[config.mk]
export PLATFORM = sky130hd
export DESIGN_NAME = lcd_refresh_ctrl_flat
export DESIGN_NICKNAME = d
export VERILOG_FILES = /design/src/rtl/lcd_pkg.sv /design/src/rtl/lcd_refresh_ctrl_if.sv /design/src/rtl/lcd_byte_writer.sv /design/src/rtl/lcd_refresh_ctrl.sv /design/src/flat_wrapper.sv
export SDC_FILE = /design/constraint.sdc
export NUM_CORES = 1
export LEC_CHECK = 0
export ABC_AREA = 1
export BUFFER_PORTS_ARGS = -buffer_cell sky130_fd_sc_hd__buf_2
export CAP_MARGIN = 20
export CORE_MARGIN = 1.5
export CORE_UTILIZATION = 57
export CTS_CLUSTER_DIAMETER = 40
export DETAILED_ROUTE_END_ITERATION = 12
export GPL_ROUTABILITY_DRIVEN = 0
export MAX_ROUTING_LAYER = met4
export PLACE_DENSITY = 0.76
export SLEW_MARGIN = 5
export SYNTH_ARGS = -nofsm -noshare
export SYNTH_HDL_FRONTEND = slang
export SYNTH_SLANG_ARGS = --single-unit
export TNS_END_PERCENT = 10
[constraint.sdc]
create_clock -name clk -period 2.1 [get_ports clk]
set_input_delay 0.105 -clock clk [delete_from_list [all_inputs] [get_ports clk]]
set_output_delay 0.105 -clock clk [all_outputs]
set_load 0.05 [all_outputs]
[src/rtl/lcd_pkg.sv]
// Shared types and constants for the HD44780 refresh sequencer.
package lcd_pkg;

  typedef enum logic [2:0] {
    StPwr,
    StInit,
    StIdle,
    StLine0,
    StLine1
  } state_e;

  localparam logic [7:0] FUNC_SET   = 8'h38;
  localparam logic [7:0] DISP_ON    = 8'h0C;
  localparam logic [7:0] CLEAR      = 8'h01;
  localparam logic [7:0] ENTRY      = 8'h06;
  localparam logic [7:0] LINE0_BASE = 8'h80;
  localparam logic [7:0] LINE1_BASE = 8'hC0;

  // Power-up command sequence, entry 0 sent first.
  localparam logic [3:0][7:0] INIT_ROM = {ENTRY, CLEAR, DISP_ON, FUNC_SET};

  function automatic int unsigned max_u(input int unsigned a, input int unsigned b);
    return (a > b) ? a : b;
  endfunction

  // Clear-display is the only byte that needs the long settle time.
  function automatic logic is_clear(input logic rs, input logic [7:0] data);
    return !rs && (data == CLEAR);
  endfunction

endpackage

[src/rtl/lcd_refresh_ctrl_if.sv]
// Application-side and LCD-pin signals of the refresh sequencer.
interface lcd_refresh_ctrl_if;
  logic       char_we;
  logic [4:0] char_addr;
  logic [7:0] char_data;
  logic       refresh;
  logic       ready;
  logic       busy;
  logic       done;
  logic [7:0] lcd_data;
  logic       lcd_rw;
  logic       lcd_en;
  logic       lcd_rs;

  modport master (
    output char_we, char_addr, char_data, refresh,
    input  ready, busy, done, lcd_data, lcd_rw, lcd_en, lcd_rs
  );

  modport slave (
    input  char_we, char_addr, char_data, refresh,
    output ready, busy, done, lcd_data, lcd_rw, lcd_en, lcd_rs
  );
endinterface

[src/rtl/lcd_byte_writer.sv]
// Runs one SETUP/PULSE/WAIT byte transaction on the LCD bus.
module lcd_byte_writer
  import lcd_pkg::*;
#(
  parameter int unsigned EN_PULSE = 12,
  parameter int unsigned CMD_WAIT = 2000,
  parameter int unsigned CLR_WAIT = 82000,
  parameter int unsigned CntW     = 17
) (
  input  logic       clk,
  input  logic       rst_n,
  input  logic       start,
  input  logic       byte_rs,
  input  logic [7:0] byte_data,
  input  logic       long_wait,
  output logic       done,
  output logic       en,
  output logic       rs,
  output logic [7:0] data
);

  typedef enum logic [1:0] {WrIdle, WrSetup, WrPulse, WrWait} wr_state_e;

  wr_state_e       state_q;
  logic [CntW-1:0] cnt_q;
  logic            long_q;

  // Last WAIT cycle; a start seen here chains straight into the next SETUP.
  assign done = (state_q == WrWait) && (cnt_q == '0);

  // Byte sequencer; RS/DATA only change when a new byte is launched.
  always_ff @(posedge clk or negedge rst_n) begin
    if (!rst_n) begin
      state_q <= WrIdle;
      cnt_q   <= '0;
      long_q  <= 1'b0;
      en      <= 1'b0;
      rs      <= 1'b0;
      data    <= 8'h00;
    end else begin
      unique case (state_q)
        WrIdle: begin
          if (start) begin
            state_q <= WrSetup;
            rs      <= byte_rs;
            data    <= byte_data;
            long_q  <= long_wait;
          end
        end
        WrSetup: begin
          state_q <= WrPulse;
          en      <= 1'b1;
          cnt_q   <= CntW'(EN_PULSE - 1);
        end
        WrPulse: begin
          if (cnt_q == '0) begin
            state_q <= WrWait;
            en      <= 1'b0;
            cnt_q   <= long_q ? CntW'(CLR_WAIT - 1) : CntW'(CMD_WAIT - 1);
          end else begin
            cnt_q <= cnt_q - 1'b1;
          end
        end
        WrWait: begin
          if (cnt_q != '0) begin
            cnt_q <= cnt_q - 1'b1;
          end else if (start) begin
            state_q <= WrSetup;
            rs      <= byte_rs;
            data    <= byte_data;
            long_q  <= long_wait;
          end else begin
            state_q <= WrIdle;
          end
        end
        default: state_q <= WrIdle;
      endcase
    end
  end

endmodule

[src/rtl/lcd_refresh_ctrl.sv]
// HD44780 16x2 sequencer: power-up init, then full-screen rewrite from a 32-cell buffer.
module lcd_refresh_ctrl
  import lcd_pkg::*;
#(
  parameter int unsigned PWR_WAIT = 750000,
  parameter int unsigned EN_PULSE = 12,
  parameter int unsigned CMD_WAIT = 2000,
  parameter int unsigned CLR_WAIT = 82000
) (
  input logic          clk,
  input logic          rst_n,
  lcd_refresh_ctrl_if.slave bus
);

  localparam int unsigned MaxCnt = max_u(max_u(PWR_WAIT, CLR_WAIT), max_u(CMD_WAIT, EN_PULSE));
  localparam int unsigned CntW   = $clog2(MaxCnt + 1);

  state_e          state_q;
  logic [CntW-1:0] wait_q;
  logic [4:0]      idx_q;     // init step, or cell currently on the bus
  logic            cmd_q;     // byte on the bus is the line-address command
  logic            pending_q;
  logic            ready_q;
  logic            busy_q;
  logic            done_q;
  logic [7:0]      cell_q [32];

  logic       start;
  logic       byte_rs;
  logic [7:0] byte_data;
  logic       wr_done;
  logic [4:0] rd_addr;

  assign bus.ready  = ready_q;
  assign bus.busy   = busy_q;
  assign bus.done   = done_q;
  assign bus.lcd_rw = 1'b0;

  // Pick the next byte so it launches right as the previous WAIT ends.
  always_comb begin
    start     = 1'b0;
    byte_rs   = 1'b0;
    byte_data = 8'h00;
    rd_addr   = cmd_q ? idx_q : idx_q + 5'd1;
    unique case (state_q)
      StPwr: begin
        if (wait_q == '0) begin
          start     = 1'b1;
          byte_data = INIT_ROM[0];
        end
      end
      StInit: begin
        if (wr_done && idx_q != 5'd3) begin
          start     = 1'b1;
          byte_data = INIT_ROM[idx_q[1:0] + 2'd1];
        end
      end
      StIdle: begin
        if (bus.refresh || pending_q) begin
          start     = 1'b1;
          byte_data = LINE0_BASE;
        end
      end
      StLine0: begin
        if (wr_done) begin
          start = 1'b1;
          if (cmd_q || idx_q != 5'd15) begin
            byte_rs   = 1'b1;
            byte_data = cell_q[rd_addr];
          end else begin
            byte_data = LINE1_BASE;
          end
        end
      end
      StLine1: begin
        if (wr_done && (cmd_q || idx_q != 5'd31)) begin
          start     = 1'b1;
          byte_rs   = 1'b1;
          byte_data = cell_q[rd_addr];
        end
      end
      default: ;
    endcase
  end

  // Main sequencer: power wait, init commands, idle, two line passes.
  always_ff @(posedge clk or negedge rst_n) begin
    if (!rst_n) begin
      state_q   <= StPwr;
      wait_q    <= CntW'(PWR_WAIT - 1);
      idx_q     <= 5'd0;
      cmd_q     <= 1'b0;
      pending_q <= 1'b0;
      ready_q   <= 1'b0;
      busy_q    <= 1'b1;
      done_q    <= 1'b0;
    end else begin
      done_q <= 1'b0;
      if (bus.refresh && state_q != StIdle) pending_q <= 1'b1;
      unique case (state_q)
        StPwr: begin
          if (wait_q == '0) begin
            state_q <= StInit;
            idx_q   <= 5'd0;
          end else begin
            wait_q <= wait_q - 1'b1;
          end
        end
        StInit: begin
          if (wr_done) begin
            if (idx_q == 5'd3) begin
              ready_q <= 1'b1;
              busy_q  <= 1'b0;
              state_q <= StIdle;
            end else begin
              idx_q <= idx_q + 5'd1;
            end
          end
        end
        StIdle: begin
          if (bus.refresh || pending_q) begin
            pending_q <= 1'b0;
            busy_q    <= 1'b1;
            state_q   <= StLine0;
            idx_q     <= 5'd0;
            cmd_q     <= 1'b1;
          end
        end
        StLine0: begin
          if (wr_done) begin
            if (cmd_q) begin
              cmd_q <= 1'b0;
            end else if (idx_q == 5'd15) begin
              state_q <= StLine1;
              idx_q   <= 5'd16;
              cmd_q   <= 1'b1;
            end else begin
              idx_q <= idx_q + 5'd1;
            end
          end
        end
        StLine1: begin
          if (wr_done) begin
            if (cmd_q) begin
              cmd_q <= 1'b0;
            end else if (idx_q == 5'd31) begin
              done_q  <= 1'b1;
              busy_q  <= 1'b0;
              state_q <= StIdle;
            end else begin
              idx_q <= idx_q + 5'd1;
            end
          end
        end
        default: state_q <= StPwr;
      endcase
    end
  end

  // Character buffer; a write and a read of the same cell in one cycle yields the old value.
  always_ff @(posedge clk or negedge rst_n) begin
    if (!rst_n) begin
      for (int i = 0; i < 32; i++) cell_q[i] <= 8'h20;
    end else if (bus.char_we) begin
      cell_q[bus.char_addr] <= bus.char_data;
    end
  end

  lcd_byte_writer #(
    .EN_PULSE (EN_PULSE),
    .CMD_WAIT (CMD_WAIT),
    .CLR_WAIT (CLR_WAIT),
    .CntW     (CntW)
  ) u_writer (
    .clk       (clk),
    .rst_n     (rst_n),
    .start     (start),
    .byte_rs   (byte_rs),
    .byte_data (byte_data),
    .long_wait (is_clear(byte_rs, byte_data)),
    .done      (wr_done),
    .en        (bus.lcd_en),
    .rs        (bus.lcd_rs),
    .data      (bus.lcd_data)
  );

endmodule
[src/flat_wrapper.sv]
// flat-port wrapper written by rule: the top's interface ports become plain ports
module lcd_refresh_ctrl_flat import lcd_pkg::*;
#(
  parameter int unsigned PWR_WAIT = 750000,
  parameter int unsigned EN_PULSE = 12,
  parameter int unsigned CMD_WAIT = 2000,
  parameter int unsigned CLR_WAIT = 82000
)
  (clk, rst_n, bus_char_we, bus_char_addr, bus_char_data, bus_refresh, bus_ready, bus_busy, bus_done, bus_lcd_data, bus_lcd_rw, bus_lcd_en, bus_lcd_rs);
  lcd_refresh_ctrl_if bus_i ();
  input logic clk;
  input logic rst_n;
  input wire logic [$bits(bus_i.char_we)-1:0] bus_char_we;
  input wire logic [$bits(bus_i.char_addr)-1:0] bus_char_addr;
  input wire logic [$bits(bus_i.char_data)-1:0] bus_char_data;
  input wire logic [$bits(bus_i.refresh)-1:0] bus_refresh;
  output wire logic [$bits(bus_i.ready)-1:0] bus_ready;
  output wire logic [$bits(bus_i.busy)-1:0] bus_busy;
  output wire logic [$bits(bus_i.done)-1:0] bus_done;
  output wire logic [$bits(bus_i.lcd_data)-1:0] bus_lcd_data;
  output wire logic [$bits(bus_i.lcd_rw)-1:0] bus_lcd_rw;
  output wire logic [$bits(bus_i.lcd_en)-1:0] bus_lcd_en;
  output wire logic [$bits(bus_i.lcd_rs)-1:0] bus_lcd_rs;
  assign bus_i.char_we = bus_char_we;
  assign bus_i.char_addr = bus_char_addr;
  assign bus_i.char_data = bus_char_data;
  assign bus_i.refresh = bus_refresh;
  assign bus_ready = bus_i.ready;
  assign bus_busy = bus_i.busy;
  assign bus_done = bus_i.done;
  assign bus_lcd_data = bus_i.lcd_data;
  assign bus_lcd_rw = bus_i.lcd_rw;
  assign bus_lcd_en = bus_i.lcd_en;
  assign bus_lcd_rs = bus_i.lcd_rs;
  lcd_refresh_ctrl #(.PWR_WAIT(PWR_WAIT), .EN_PULSE(EN_PULSE), .CMD_WAIT(CMD_WAIT), .CLR_WAIT(CLR_WAIT)) u_core (.clk(clk), .rst_n(rst_n), .bus(bus_i));
endmodule
==> results.sh <==
export IMPL_status="finished with violations"
export IMPL_violations="negative setup slack"
export IMPL_multi_input_area_mm2=0.00682
export IMPL_grt_overflow_total=0
export IMPL_synth_mux_area_share_pct=0
export IMPL_yosysUniqueCellTypes=42
export IMPL_synthFlopType="dfrtp_1"
export IMPL_postPlaceCellArea_mm2=0.0170
export IMPL_vias_per_cell=5.87
export IMPL_critPathRequiredTime_ns=2.59
export IMPL_nets=2111
export IMPL_skew_ns=0.0171
export IMPL_numCtsBuffers=44
export IMPL_syn2layout_area_growth_pct=21.9
export IMPL_period_share_pct=113
export IMPL_grt_pass1_wl_mm=73.7
export IMPL_initial_core_util_pct=57.8
export IMPL_powerDensity_mw_per_mm2=902
export IMPL_synth_xor_area_share_pct=1.18
export IMPL_worst_path_most_repeated_cell="nand3_1"
export IMPL_min_delay_start="bus_char_data[1]"
export IMPL_tightestPinTransition_ns=0.746
export IMPL_cts_root_buf="clkbuf_16"
export IMPL_rsz0062_at_grt="yes"
export IMPL_fmax_ghz=0.420
export IMPL_whs_path_depth=4
export IMPL_whs_ns=0.123
export IMPL_p_leak_nw=8.97
export IMPL_synth_top_area_share_pct=44.5
export IMPL_die_x_um=168
export IMPL_clk_path_buf_depth=3
export IMPL_synth_compound_area_share_pct=11.3
export IMPL_synth_seq_cells=322
export IMPL_clk_latency_ns=0.57
export IMPL_slew_headroom_pct=50.3
export IMPL_async_reset_ff_share_pct=100
export IMPL_cts_tree="yes"
export IMPL_synth_area_top_cells="dfrtp_1, nand2_1, nand3_1"
export IMPL_synth_edf_count=0
export IMPL_r2r_start="u_core.idx_q[0]"
export IMPL_timing_reg2reg_setup_slack_ns=-0.28
export IMPL_drcViolationCount=0
export IMPL_setup_tns_ns=-1.99
export IMPL_slowest_stage="dfrtp_2"
export IMPL_crit_chain="inv_2, ha_4, o21ai_4, buf_4, clkbuf_16, nand3_1, nand3_1, nand3_1, a21oi_4, o22ai_2, nor2_1, nand2_1, nand2_1"
export IMPL_final_common_cell="nand2_1"
export IMPL_final_cells=2458
export IMPL_antenna_left=0
export IMPL_cp_start_kind="flop"
export IMPL_crit_arrival_ns=2.88
export IMPL_htreeDepth=2
export IMPL_ys_warn_count=0
export IMPL_grtUsageTotal_pct=34.1
export IMPL_antenna_found_initial=0
export IMPL_crit_fanout=17
export IMPL_endpoint_kind="flop"
export IMPL_rr_worst_depth=13
export IMPL_clkTransAtPathRegs_ns=0.06
export IMPL_criticalPathCategory="reg -> reg"
export IMPL_fillCellCount=2048
export IMPL_core_mm2=0.0269
export IMPL_syn_inst=1949
export IMPL_diodes=0
export IMPL_finalSetupViolCount=12
export IMPL_die_h_um=168
export IMPL_route_met3_wl_mm=4.09
export IMPL_cts_sinks=322
export IMPL_ir_worst_vdd_mv=0.645
export IMPL_rows=60
export IMPL_drt_met1_wl_mm=18.9
export IMPL_pin_count=31
export IMPL_yosys_area_share_adder_pct=1.05
export IMPL_dpl_worst_slack_ns=-0.262
export IMPL_reg2reg_to="u_core.u_writer.long_q"
export IMPL_slew_violations=0
export IMPL_final_layout_size_suffix_gt1_share_pct=18.7
export IMPL_drv_cap=0
export IMPL_synth_area_leader_cell="dfrtp_1"
export IMPL_synth_nets=1979
export IMPL_route_met2_wl_mm=21.0
export IMPL_grt_max_degree=83
export IMPL_min_to="u_core.cell_q[129]"
export IMPL_hold_viol=0
export IMPL_drt_total_wl_mm=45.7
export IMPL_finalInstanceArea_mm2=0.0189
export IMPL_hp_class="in -> reg"
export IMPL_final_cell_mix="nand2_1, dfrtp_1, o21ai_0"
export IMPL_hpwl_mm=27.9
export IMPL_synth_top_family_by_area="simple AND/OR/NAND/NOR gates"
export IMPL_wire_per_inst_um=18.6
export IMPL_cp_slowest_stage_delay_ns=0.43
export IMPL_post_synth_cell_area_avg_um2=7.97
export IMPL_drt_pass1_iter_count=6
export IMPL_highest_layer="met4"
export IMPL_via_count=14438
export IMPL_synth_area_mm2=0.0155
export IMPL_io_buffer_count=29
export IMPL_drt_iter0_markers=1789
export IMPL_setup_slack_ns=-0.283
export IMPL_yosys_area_share_simple_pct=28.5
export IMPL_placed_cells=2364
export IMPL_grt_pass1_vias=14009
export IMPL_register_area_mm2=0.00812
export IMPL_period_needed_ns=2.38
export IMPL_die_area_mm2=0.0282
export IMPL_yosysSeqAreaShare_pct=52.3
==> flip-flops by register name (all words and copies together), names as in the netlist <==
signal,count
u_core.idx_q,5
u_core.u_writer.en,1
u_core.bus.ready,1
u_core.state_q,3
u_core.cmd_q,1
u_core.u_writer.rs,1
u_core.u_writer.state_q,2
u_core.u_writer.long_q,1
u_core.cell_q,256
u_core.wait_q,20
u_core.u_writer.data,8
u_core.bus.done,1
u_core.u_writer.cnt_q,20
u_core.pending_q,1
u_core.bus.busy,1
==> cell type report <==
type                       count  share of cell area [%]
sequential                   322                    42.9
multi-input combinational   1428                    36.0
timing repair buffer         192                    9.19
clock buffer                  55                    6.35
tap                          341                    2.25
inverter                      92                    1.86
clock inverter                27                    1.38
timing repair inverter         1                  0.0397
==> worst max-delay path: cells and delay by family (launching register included) <==
| family | cells | cell delay [ns] |
|---|---|---|
| buf+inv | 3 | 0.50 |
| flops | 1 | 0.43 |
| simple gates | 6 | 0.60 |
| compound gates | 3 | 0.55 |
| fa+ha+maj | 1 | 0.22 |
==> metrics by stage <==
step | power (mW) | util (%)
final | 17.1 | 70.4
after global routing | 17.8 | 70.4
after CTS | 17.0 | 69.8
after detailed placement | 9.65 | 63.2
after global placement | 9.53 | 63.2
after floorplan | 8.93 | -
==> worst max path at each step <==
stage	start	end	depth (start not counted)	slack (ns)
after floorplan	u_core.idx_q[0]	u_core.u_writer.long_q	13	0.008
after global placement	u_core.idx_q[1]	u_core.u_writer.long_q	14	-0.23
after detailed placement	u_core.idx_q[0]	u_core.u_writer.long_q	12	-0.26
after CTS	u_core.idx_q[0]	u_core.u_writer.long_q	16	-0.16
after global routing	u_core.idx_q[0]	u_core.u_writer.long_q	15	-0.35
final	u_core.idx_q[0]	u_core.u_writer.long_q	13	-0.28
==> cell usage after synthesis (7+ instances only) <==
cell type / instances
buf_4: 7
dfrtp_1: 276
nand2_1: 611
buf_2: 35
buf_6: 9
o21ai_0: 256
ha_1: 13
nand4_1: 7
nand3_1: 258
clkbuf_1: 55
inv_1: 88
nor2_1: 127
nor3_1: 32
xor2_1: 20
dfstp_2: 46
a21oi_1: 54
==> power by group <==
part / internal, mW / total, mW / switching, mW
Combinational: 0.730 / 1.89 / 1.16
Clock: 4.39 / 7.37 / 2.98
Sequential: 7.25 / 7.80 / 0.551
Total: 12.4 / 17.1 / 4.69
==> metal layers <==
layer / track usage, % / vias to the layer above
met5: - / -
met4: 12.3 / 0
met3: 6.02 / 125
met2: 52.4 / 712
met1: 45.8 / 6919
li1: - / 6682
==> repair_timing <==
item | in CTS | in global routing
endpoints found under the setup margin | 22 | 42
gates resized for setup | 46 | 34
setup buffers | 3 | 1
pin swaps | 8 | 4
endpoints found under the hold margin | 58 | 0
hold buffers | 3 | 0
cloned | 2 | 3
==> kinds of logic after synthesis <==
family                   count (synthesis)
adder cells (fa/ha/maj)                 13
AO/OA/AOI/OAI                          339
buffers and inverters                  199
AND/OR/NAND/NOR                       1054
flip-flops                             322
XOR/XNOR                                21
other                                    1
(Power assumes the default switching activity.)
